**config.mk**
```make
export PLATFORM = sky130hd
export DESIGN_NAME = uart_rx
export DESIGN_NICKNAME = d
export VERILOG_FILES = /design/src/rtl/uart_rx.sv
export SDC_FILE = /design/constraint.sdc
export NUM_CORES = 1
export LEC_CHECK = 0
export ABC_CLOCK_PERIOD_IN_PS = 3360
export BUFFER_PORTS_ARGS = -buffer_cell sky130_fd_sc_hd__buf_2
export CAP_MARGIN = 5
export CORE_MARGIN = 3
export CORE_UTILIZATION = 61
export DETAILED_ROUTE_END_ITERATION = 10
export PLACE_DENSITY = 0.81
export SLEW_MARGIN = 25
export SYNTH_ARGS = -nofsm -noshare
export SYNTH_HDL_FRONTEND = slang
export SYNTH_SLANG_ARGS = --single-unit
export TNS_END_PERCENT = 1
```
**constraint.sdc**
```tcl
create_clock -name clk -period 3.36 [get_ports clk]
set_clock_uncertainty 0.1 [all_clocks]
set_input_delay 0.504 -clock clk [delete_from_list [all_inputs] [get_ports clk]]
set_output_delay 0.504 -clock clk [all_outputs]
set_load 0.01 [all_outputs]
```
**src/rtl/uart_rx.sv**
```systemverilog
// uart_rx: 8N1 serial receiver with a valid/ready byte output.
// Ports: clk, rst (async, active-high); rx serial line (idle high);
//        data/valid/ready byte handshake; busy while a frame is in progress;
//        frame_err and overrun are single-cycle pulses.
module uart_rx #(
    parameter int CLOCK_RATE_HZ   = 100_000_000,
    parameter int BAUD_RATE_HZ    = 115_200,
    parameter int CLOCKS_PER_BAUD = CLOCK_RATE_HZ / BAUD_RATE_HZ
) (
    input  logic       clk,
    input  logic       rst,
    input  logic       rx,
    input  logic       ready,
    output logic [7:0] data,
    output logic       valid,
    output logic       busy,
    output logic       frame_err,
    output logic       overrun
);
    typedef enum logic [3:0] {
        IDLE, START, DATA0, DATA1, DATA2, DATA3, DATA4, DATA5, DATA6, DATA7, STOP, BREAK
    } state_t;
    localparam logic [31:0] HALF = 32'(CLOCKS_PER_BAUD / 2 - 1);
    localparam logic [31:0] FULL = 32'(CLOCKS_PER_BAUD - 1);
    state_t      state, state_nx;
    logic [31:0] cnt;
    logic [7:0]  shift;
    logic        meta0, meta1, rx_s;
    logic        strobe, in_data, load_half, load_full, stop_ok, deliver, drop, stop_bad;
    always_ff @(posedge clk or posedge rst) begin
        if (rst) begin
            {meta0, meta1, rx_s} <= 3'b111;
            state     <= IDLE;
            cnt       <= '0;
            shift     <= '0;
            data      <= '0;
            valid     <= 1'b0;
            frame_err <= 1'b0;
            overrun   <= 1'b0;
        end else begin
            {meta0, meta1, rx_s} <= {rx, meta0, meta1};
            state     <= state_nx;
            cnt       <= load_half ? HALF : load_full ? FULL : (cnt != 0) ? cnt - 32'd1 : cnt;
            shift     <= (in_data && strobe) ? {rx_s, shift[7:1]} : shift;
            data      <= deliver ? shift : data;
            valid     <= deliver | (valid & ~ready);
            frame_err <= stop_bad;
            overrun   <= drop;
        end
    end
    always_comb begin
        state_nx = state;
        case (state)
            IDLE:    state_nx = rx_s ? IDLE : START;
            START:   state_nx = strobe ? (rx_s ? IDLE : DATA0) : START;
            STOP:    state_nx = strobe ? (rx_s ? IDLE : BREAK) : STOP;
            BREAK:   state_nx = rx_s ? IDLE : BREAK;
            default: state_nx = strobe ? state_t'(state + 4'd1) : state;
        endcase
    end
    always_comb begin
        strobe    = cnt == 0;
        in_data   = state >= DATA0 && state <= DATA7;
        load_half = state == IDLE && !rx_s;
        load_full = strobe && ((state == START && !rx_s) || in_data);
        stop_ok   = state == STOP && strobe && rx_s;
        stop_bad  = state == STOP && strobe && !rx_s;
        // a consumer taking the old byte this cycle frees the slot for the new one
        deliver   = stop_ok && (!valid || ready);
        drop      = stop_ok && valid && !ready;
        busy      = state != IDLE;
    end
endmodule

```
======== Word-level counts from Yosys, hierarchy flattened ========
Cells that the tools add are included.
storage, ports and cells
  input port bits ......................... 4
  register bits after elaboration ......... 58
  word-level logic and storage cells ...... 52
operators by class
  $add $sub $neg .......................... 2
  multiplexer cells ....................... 10
  reductions and logical operators ........ 22
  bitwise gates (word level) .............. 3
  order comparisons ....................... 2
  equal/unequal tests ..................... 3
operators with widths
  cell                                                                   count
  32-bit two-way mux                                                     3
  32-bit zero test                                                       1
  32-bit nonzero test                                                    1
  32-bit by 1-bit subtractor with 32-bit output, second input constant   1
  4-bit one-hot mux with 4 select lines                                  1
  4-bit two-way mux                                                      3
  1-bit logical AND                                                      11
  4-bit equality test, second input constant                             2
  5-bit nonzero test                                                     1
  4-bit by 1-bit adder with 4-bit output, second input constant          1
  4-bit by 1-bit equality test with 1-bit output, second input constant  1
  4-bit by 2-bit >= comparator with 1-bit output, second input constant  1
  4-bit <= comparator, second input constant                             1
  4-bit zero test                                                        1
  2-bit two-way mux                                                      2
  4-bit nonzero test                                                     1
  1-bit zero test                                                        3
  3-bit nonzero test                                                     1
  1-bit logical OR                                                       2
  1-bit AND                                                              1
  1-bit two-way mux                                                      1
  1-bit NOT                                                              1
  1-bit OR                                                               1

======== Longest topological paths before layout ========
Gate-level depths: netlist of run 1.
  word-level depth ........................ 6
  mapped depth ............................ 9
  mapped depth without buffers ............ 7

======== Worst setup path after synthesis of run 1 ========
Ideal clock, no wire load.
  path kind ............................... register to register
  start point ............................. register cnt[2]
  end point ............................... register data[0]
  buffers on the path ..................... 1
  arrival time ............................ 2.151 ns
  path slack .............................. 0.985 ns
  library setup time ...................... 0.125 ns
  stages on the path, launching flop included .. 7
  cells stage by stage .................... dfrtp_1 nor4_4 nand4_1 or3_1 buf_2 nor2_4 mux2_2
on the way
  cells in the longest elaborated chain, start to end .. 4
ends and longest elaborated chain
  element                          RTL line  source
  start, declared                  26        logic [31:0] cnt;
  start signal, assigned           43        cnt <= load_half ? HALF : load_full ? FULL : (cnt != 0) ? cnt - 32'd1 : cnt;
  32-bit zero test                 62        strobe = cnt == 0;
  1-bit logical AND (2 in series)  66        stop_ok = state == STOP && strobe && rx_s;
  1-bit logical AND                69        deliver = stop_ok && (!valid || ready);
  end signal, assigned             45        data <= deliver ? shift : data;
  end, declared                    14        output logic [7:0] data,
Every way passes these cells.
A chain may end at the register's enable or synchronous reset.

======== Final worst setup path of run 1 ========
  start point ............................. register cnt[0]
  end point ............................... register data[0]
Same word-level chain as after synthesis.

==> metrics.md, run 1 <==
| Metric | Value |
|---|---|
| Post CTS Setup Buffer Count | `0` |
| Power per cell area | `434 nW/um^2` |
| Synth Area in Simple Gates | `0.243` |
| # fillers | `332` |
| Final setup fails | `0` |
| Via count | `2613` |
| Commonest non-fill, non-tap cells in the layout | `55 x dfrtp_1, 29 x a21oi_1, 21 x nand2_1` |
| Vias per std cell | `6.42` |
| Rows | `25` |
| Initial Utilization | `0.649` |
| Worst Reg-to-Reg Cells | `7` |
| Skew-Pair Late Insertion Delay | `0.34 ns` |
| DIE WIDTH | `77.8 microns` |
| Largest family of logic cells by synthesized area | `simple AND/OR/NAND/NOR gates` |
| Most common cell after layout, fill and taps aside | `dfrtp_1` |
| Post-synth EDFFs | `0` |
| Clock transition at the registers of the reported paths | `0.07 ns` |
| RSZ-0062 raised after global routing | `no` |
| Critical path fanouts, max | `13` |
| Post-CTS Resized | `0` |
| Worst EP required | `3.49 ns` |
| All-Layer GR Usage | `0.251` |
| Adder-cell share of the synthesized area | `0.0278` |
| Clock tree sinks | `58` |
| R2R setup slack | `0.61 ns` |
| Origin of the worst setup path | `cnt[0]` |
| Placer Congestion | `0.902` |
| Post-DP HPWL | `4510 microns` |
| Register area share after synthesis | `0.463` |
| CTS Buffer Depth | `2` |
| Post-Layout Inst Area | `3530 sq um` |
| Layout Nets | `346` |
| Top Ports | `16` |
| Total CTS buffers | `9` |
| WL/cell | `17.4 microns` |
| Htree depth | `3` |
| Synth Area in XOR/XNOR | `0.0139` |
| Initial antenna violation count | `0` |
| Mapped Cells | `319` |
| Area growth syn-to-layout | `12.3%` |
| FF-to-FF End | `data[0]` |
| First DRT Iteration DRCs | `263` |
| Async SR Flop Fraction | `1.00` |
| WS Path Type | `reg2reg` |
| Die height | `77.8 microns` |
| Final count of hold timing violations | `0` |
| Worst-Margin Slew | `0.530 ns` |
| Hold bufs inserted after CTS | `0` |
| Slew HR | `0.643` |
| Max-slew violations | `0` |
| CTS tree | `yes` |
| Crit end category | `flip-flop` |
| Vias in the first global route | `2419` |
| Max-Cap Viols | `0` |
| Setup Total Neg Slack | `0 ns` |
| Post-synthesis compound-gate area fraction | `0.138` |
| GRT overflow | `0` |
| Final ANT Viol Nets | `0` |
| Core ar. | `4850 sq um` |
| Syn_area_per_cell | `9.86 sq um` |
| Hold Crit Class | `in2async` |
| Fraction of layout cells with a size suffix above 1 | `0.203` |
| Die area | `6050 sq um` |
| Reg2Reg Launch Point | `cnt[0]` |
| PortBufs | `15` |
| Post-layout min period | `2.75 ns` |
| DRC Markers | `0` |
| Synth Register Bits | `58` |
| Leak | `1.60 nW` |
| Routed wire length | `7090 microns` |
| Mux cell area share after synthesis | `0.0800` |
| Max IR drop VDD | `0.372 mV` |
| Fin crit share | `0.818` |
| Yosys warns | `0` |
| Global-route wire length before repair | `11900 microns` |
| Diode count | `0` |
| Netlist cell types | `48` |
| Worst setup SP type | `flip-flop` |
| Setup crit end | `data[0]` |
| Status | `completed` |
| Arr. time, crit path | `2.88 ns` |
| Largest net degree at the start of global routing | `41` |
| Drt pass-1 iters | `5` |
| Maximum clock rate | `364 MHz` |
| Main flop type after synthesis | `dfrtp_1` |
| Post-Syn Area | `3150 sq um` |
| Placed cell areas | `3280 sq um` |
| Syn Nets | `330` |
| Root buf cell | `clkbuf_8` |
## layout make-up
type                       instances  area [sq um]  share of cell area
sequential                        58          1460               0.412
tap                               67          83.8              0.0237
clock inverter                     7           125              0.0354
inverter                          10          37.5              0.0106
clock buffer                       9           124              0.0351
timing repair buffer              21           120              0.0340
multi-input combinational        235          1590               0.449
## through the flow
| step | setup WS [ns] | hold slack (ns) | utilization | power [W] | cells |
|---|---|---|---|---|---|
| detailed placement | 0.700 | 0.249 | 0.677 | 0.000737 | 391 |
| floorplan | 0.985 | 0.245 | - | 0.000729 | 319 |
| global route | 0.473 | 0.0598 | 0.729 | 0.00157 | 407 |
| global placement | 0.769 | 0.246 | 0.677 | 0.000737 | 391 |
| finish | 0.612 | 0.0379 | 0.729 | 0.00153 | 407 |
| CTS | 0.646 | 0.0487 | 0.729 | 0.00154 | 407 |
## state kept, by name (all words and copies together), names as in the netlist
register,count
meta1,1
rx_s,1
valid,1
state,4
overrun,1
shift,8
cnt,32
meta0,1
data,8
frame_err,1
## layer usage
metal  share of wire  global-route usage  up-vias
met4           0.019               0.119        0
met5               0                   0        -
met1            0.46               0.350     1262
li1                -                   -     1236
met3           0.065              0.0603       16
met2            0.46               0.368       99
## cells by family (layout without fill, tap and decap cells)
family | count (synthesis) | after routing
compound gates | 70 | 70
xor+xnor | 5 | 5
fa+ha+maj | 7 | 7
buf+inv | 26 | 47
flops | 58 | 58
mux | 23 | 23
simple gates | 130 | 130
## worst min path at each step
stage	depth (start not counted)	from	endpoint
2_1_floorplan	0	meta0	meta1
3_3_place_gp	0	meta0	meta1
3_5_place_dp	0	meta0	meta1
4_1_cts	2	rst	cnt[22]
5_1_grt	2	rst	cnt[22]
6_report	2	rst	cnt[22]
## cell usage after synthesis (7+ instances only)
library cell	instances	area [sq um]
a21oi_1	29	145
buf_2	9	45.0
dfrtp_1	55	1380
ha_1	7	87.6
inv_1	10	37.5
mux2_2	17	191
nand2_1	21	78.8
nand3_1	11	55.1
nor2_1	19	71.3
nor3_1	8	40.0
nor4_1	9	56.3
o21ai_0	14	70.1
o31ai_1	12	90.1
or3_1	18	113
or4_1	19	143
## power breakdown
group,internal [W],total (W),switching [W]
registers,0.000701,0.000704,0.00000250
logic,0.00000367,0.0000198,0.0000161
clock network,0.000500,0.000809,0.000309
## worst max-delay path, cell delays in order (launching register included)
cell and delay (ns):
dfrtp_1 0.39, inv_1 0.11, ha_1 0.18, nor4b_1 0.33
nand4_1 0.24, or3_1 0.60, nor2_4 0.32, mux2_2 0.37
Note: power is estimated with default switching activity, not from simulation.
==> inputs of run 2 (changes only) <==
- ABC_AREA: unset -> 1
- ABC_CLOCK_PERIOD_IN_PS: 3360 -> 2400
- CORE_UTILIZATION: 61 -> 56
- PLACE_DENSITY: 0.81 -> 0.79
- clock period: 3.36 -> 2.4 ns (I/O delays scaled with it)
==> run 2 against run 1 <==
  * Routed wire length is 11% higher
  * First-iteration DRC count is 8.7% higher
  * Flip-flop and latch count stayed put
  * Non-clock buffer count stayed put
  * Largest cell class unchanged
  * Combinational power is 69% higher
  * Core utilization is 5.6 points lower
  * Worst setup slack worse by 0.32 ns
  * Cell area is 9.4% higher
  * Maximum frequency is 30% higher
==> metrics.md, run 2 <==
| Metric | Value |
|---|---|
| Yosys warns | `0` |
| Initial Utilization | `0.602` |
| Initial antenna violation count | `0` |
| Final setup fails | `0` |
| Yosys top cell area share | `0.398` |
| Async SR Flop Fraction | `1.00` |
| Vias per std cell | `5.43` |
| Placer Congestion | `0.958` |
| Adder-cell share of the synthesized area | `0.0254` |
| Status | `completed` |
| Area growth syn-to-layout | `11.8%` |
| Post CTS Setup Buffer Count | `0` |
| R2R setup slack | `0.29 ns` |
| GRT overflow | `0` |
| Post-Syn Area | `3450 sq um` |
| Crit end category | `flip-flop` |
| Count leader, synth | `nand2_1` |
| Final Worst Setup Slack | `0.287 ns` |
| Final count of hold timing violations | `0` |
| Routed wire length | `7840 microns` |
| First DRT Iteration DRCs | `286` |
| Fin crit share | `0.880` |
| PortBufs | `15` |
| CTS tree | `yes` |
| DIE WIDTH | `84.5 microns` |
| Flip-flop count of the largest register after layout | `32` |
| Root buf cell | `clkbuf_8` |
| All-Layer GR Usage | `0.238` |
| Global-route wire length before repair | `13800 microns` |
| Most common cell after layout, fill and taps aside | `nand2_1` |
| Reg area | `1460 sq um` |
| Post-DP HPWL | `5560 microns` |
| Top flop regs | `cnt (32), data (8), shift (8)` |
| Synth top area cells | `dfrtp_1 40%, nand2_1 15%, nor2_1 9.2%, nand3_1 5.9%, inv_1 4.8%` |
| Power per cell area | `558 nW/um^2` |
| Via count | `3128` |
| Pre-CTS setup slack | `0.338 ns` |
| Post-CTS Resized | `0` |
| Largest net degree at the start of global routing | `40` |
| Synth Register Bits | `58` |
| Layout Nets | `510` |
| Worst-path cell chain | `inv_1 > ha_1 > inv_1 > nand3_1 > nand2_1 > nand2_4 > nor2_4 > inv_2 > nand2_2 > nand2_1 > a21oi_1` |
| Worst EP required | `2.57 ns` |
| Syn Nets | `488` |
| Finished Layout Cells | `576` |
| DRC Markers | `0` |
| Synth Area in Simple Gates | `0.415` |
| Syn_area_per_cell | `7.24 sq um` |
| WP buf/inv | `3` |
| Post-layout min period | `2.11 ns` |
| Critical path fanouts, max | `14` |
| Main flop type after synthesis | `dfrtp_1` |
| Drt pass-1 iters | `6` |
| Clock tree sinks | `58` |
| Htree depth | `3` |
| Worst setup SP type | `flip-flop` |
| CP max stage cell | `dfrtp_1` |
| Commonest cells post-synth | `134 x nand2_1, 85 x nor2_1, 55 x dfrtp_1` |
| Netlist cell types | `33` |
| Fraction of layout cells with a size suffix above 1 | `0.153` |
| Die height | `84.5 microns` |
| Mapped Cells | `477` |
| Worst-Margin Slew | `0.480 ns` |
| Maximum clock rate | `473 MHz` |
| Die area | `7150 sq um` |
| Placed cells | `558` |
| Arr. time, crit path | `2.28 ns` |
| Vias in the first global route | `2982` |
| Biggest register | `cnt` |
| Post-synth top area cell | `dfrtp_1` |
| Core ar. | `5740 sq um` |
| RSZ-0062 raised after global routing | `no` |
| Top delay family on crit path | `simple AND/OR/NAND/NOR gates` |
| Register area share after synthesis | `0.421` |
| Synth Area in XOR/XNOR | `0.0101` |
| Final ANT Viol Nets | `0` |
| Clock transition at the registers of the reported paths | `0.07 ns` |
| Setup Total Neg Slack | `0 ns` |
| Total CTS buffers | `9` |
| WS Path Type | `reg2reg` |
| WL/cell | `13.6 microns` |
| Skew-Pair Late Insertion Delay | `0.35 ns` |
| Max-slew violations | `0` |
| Max IR drop VDD | `0.379 mV` |
| Post-synthesis compound-gate area fraction | `0.0511` |
| Diode count | `0` |
| CTS Buffer Depth | `2` |
| Top Ports | `16` |
| Max-Cap Viols | `0` |
| # fillers | `470` |
| Worst stage delay on the critical path | `0.39 ns` |
| Hold Crit Class | `reg2reg` |
| Leak | `2.15 nW` |
| Slew HR | `0.679` |
| Area of the multi-input gates | `1730 sq um` |
| Rows | `27` |
| Post-synth EDFFs | `0` |
| Largest family of logic cells by synthesized area | `simple AND/OR/NAND/NOR gates` |
| Mux cell area share after synthesis | `0` |
| Commonest non-fill, non-tap cells in the layout | `134 x nand2_1, 85 x nor2_1, 55 x dfrtp_1` |
run 2: cell type report:
class	instances	area share
inverters	52	0.0505
well taps	72	0.0233
clock buffers	11	0.0392
repair buffers	21	0.0356
multi-input cells	357	0.449
clock inverters	5	0.0259
flip-flops and latches	58	0.377
run 2: what timing repair did:
item / in CTS / in global routing
setup endpoints to repair: 0 / 0
hold buffers: 1 / 1
endpoints found under the hold margin: 19 / 1
run 2: final timing paths:
check | start | endpoint | cells after the start
max | state[0] | cnt[20] | 11
min | meta1 | rx_s | 0
max reg2reg | state[0] | cnt[20] | 11
min reg2reg | meta1 | rx_s | 0
max in group asynchronous | rst | rx_s | 4
min in group asynchronous | rst | data[2] | 3
run 2: cells by family (layout without fill, tap and decap cells):
logic type | Yosys count | in the layout
buffers and inverters | 62 | 89
and+or+nand+nor | 317 | 317
AOI/OAI and AO/OA | 29 | 29
DFF | 58 | 58
adders and majority gates | 7 | 7
xor gates and xnor gates | 4 | 4
run 2: metal layers:
layer,vias to the layer above,global-route usage,part of all wire
met1,1443,0.331,0.47
met3,13,0.0795,0.078
met5,-,0,0
met4,0,0.0705,0.013
met2,110,0.355,0.44
li1,1562,-,-
run 2: stage by stage:
step	area (sq um)	hold slack [ns]	total power, W	util
final	3860	0.256	0.00215	0.673
after global routing	3860	0.263	0.00222	0.673
after CTS	3850	0.00598	0.00217	0.671
after detailed placement	3590	0.247	0.00103	0.625
after global placement	3590	0.246	0.00103	0.625
after floorplan	3450	0.245	0.00102	-
run 2: power breakdown:
group | switching, W | leakage, nW | internal [W] | total [W]
logic | 0.0000246 | 1.24 | 0.00000886 | 0.0000335
clock network | 0.000394 | 0.129 | 0.000742 | 0.00114
registers | 0.00000205 | 0.780 | 0.000982 | 0.000984
total | 0.000421 | 2.15 | 0.00173 | 0.00215
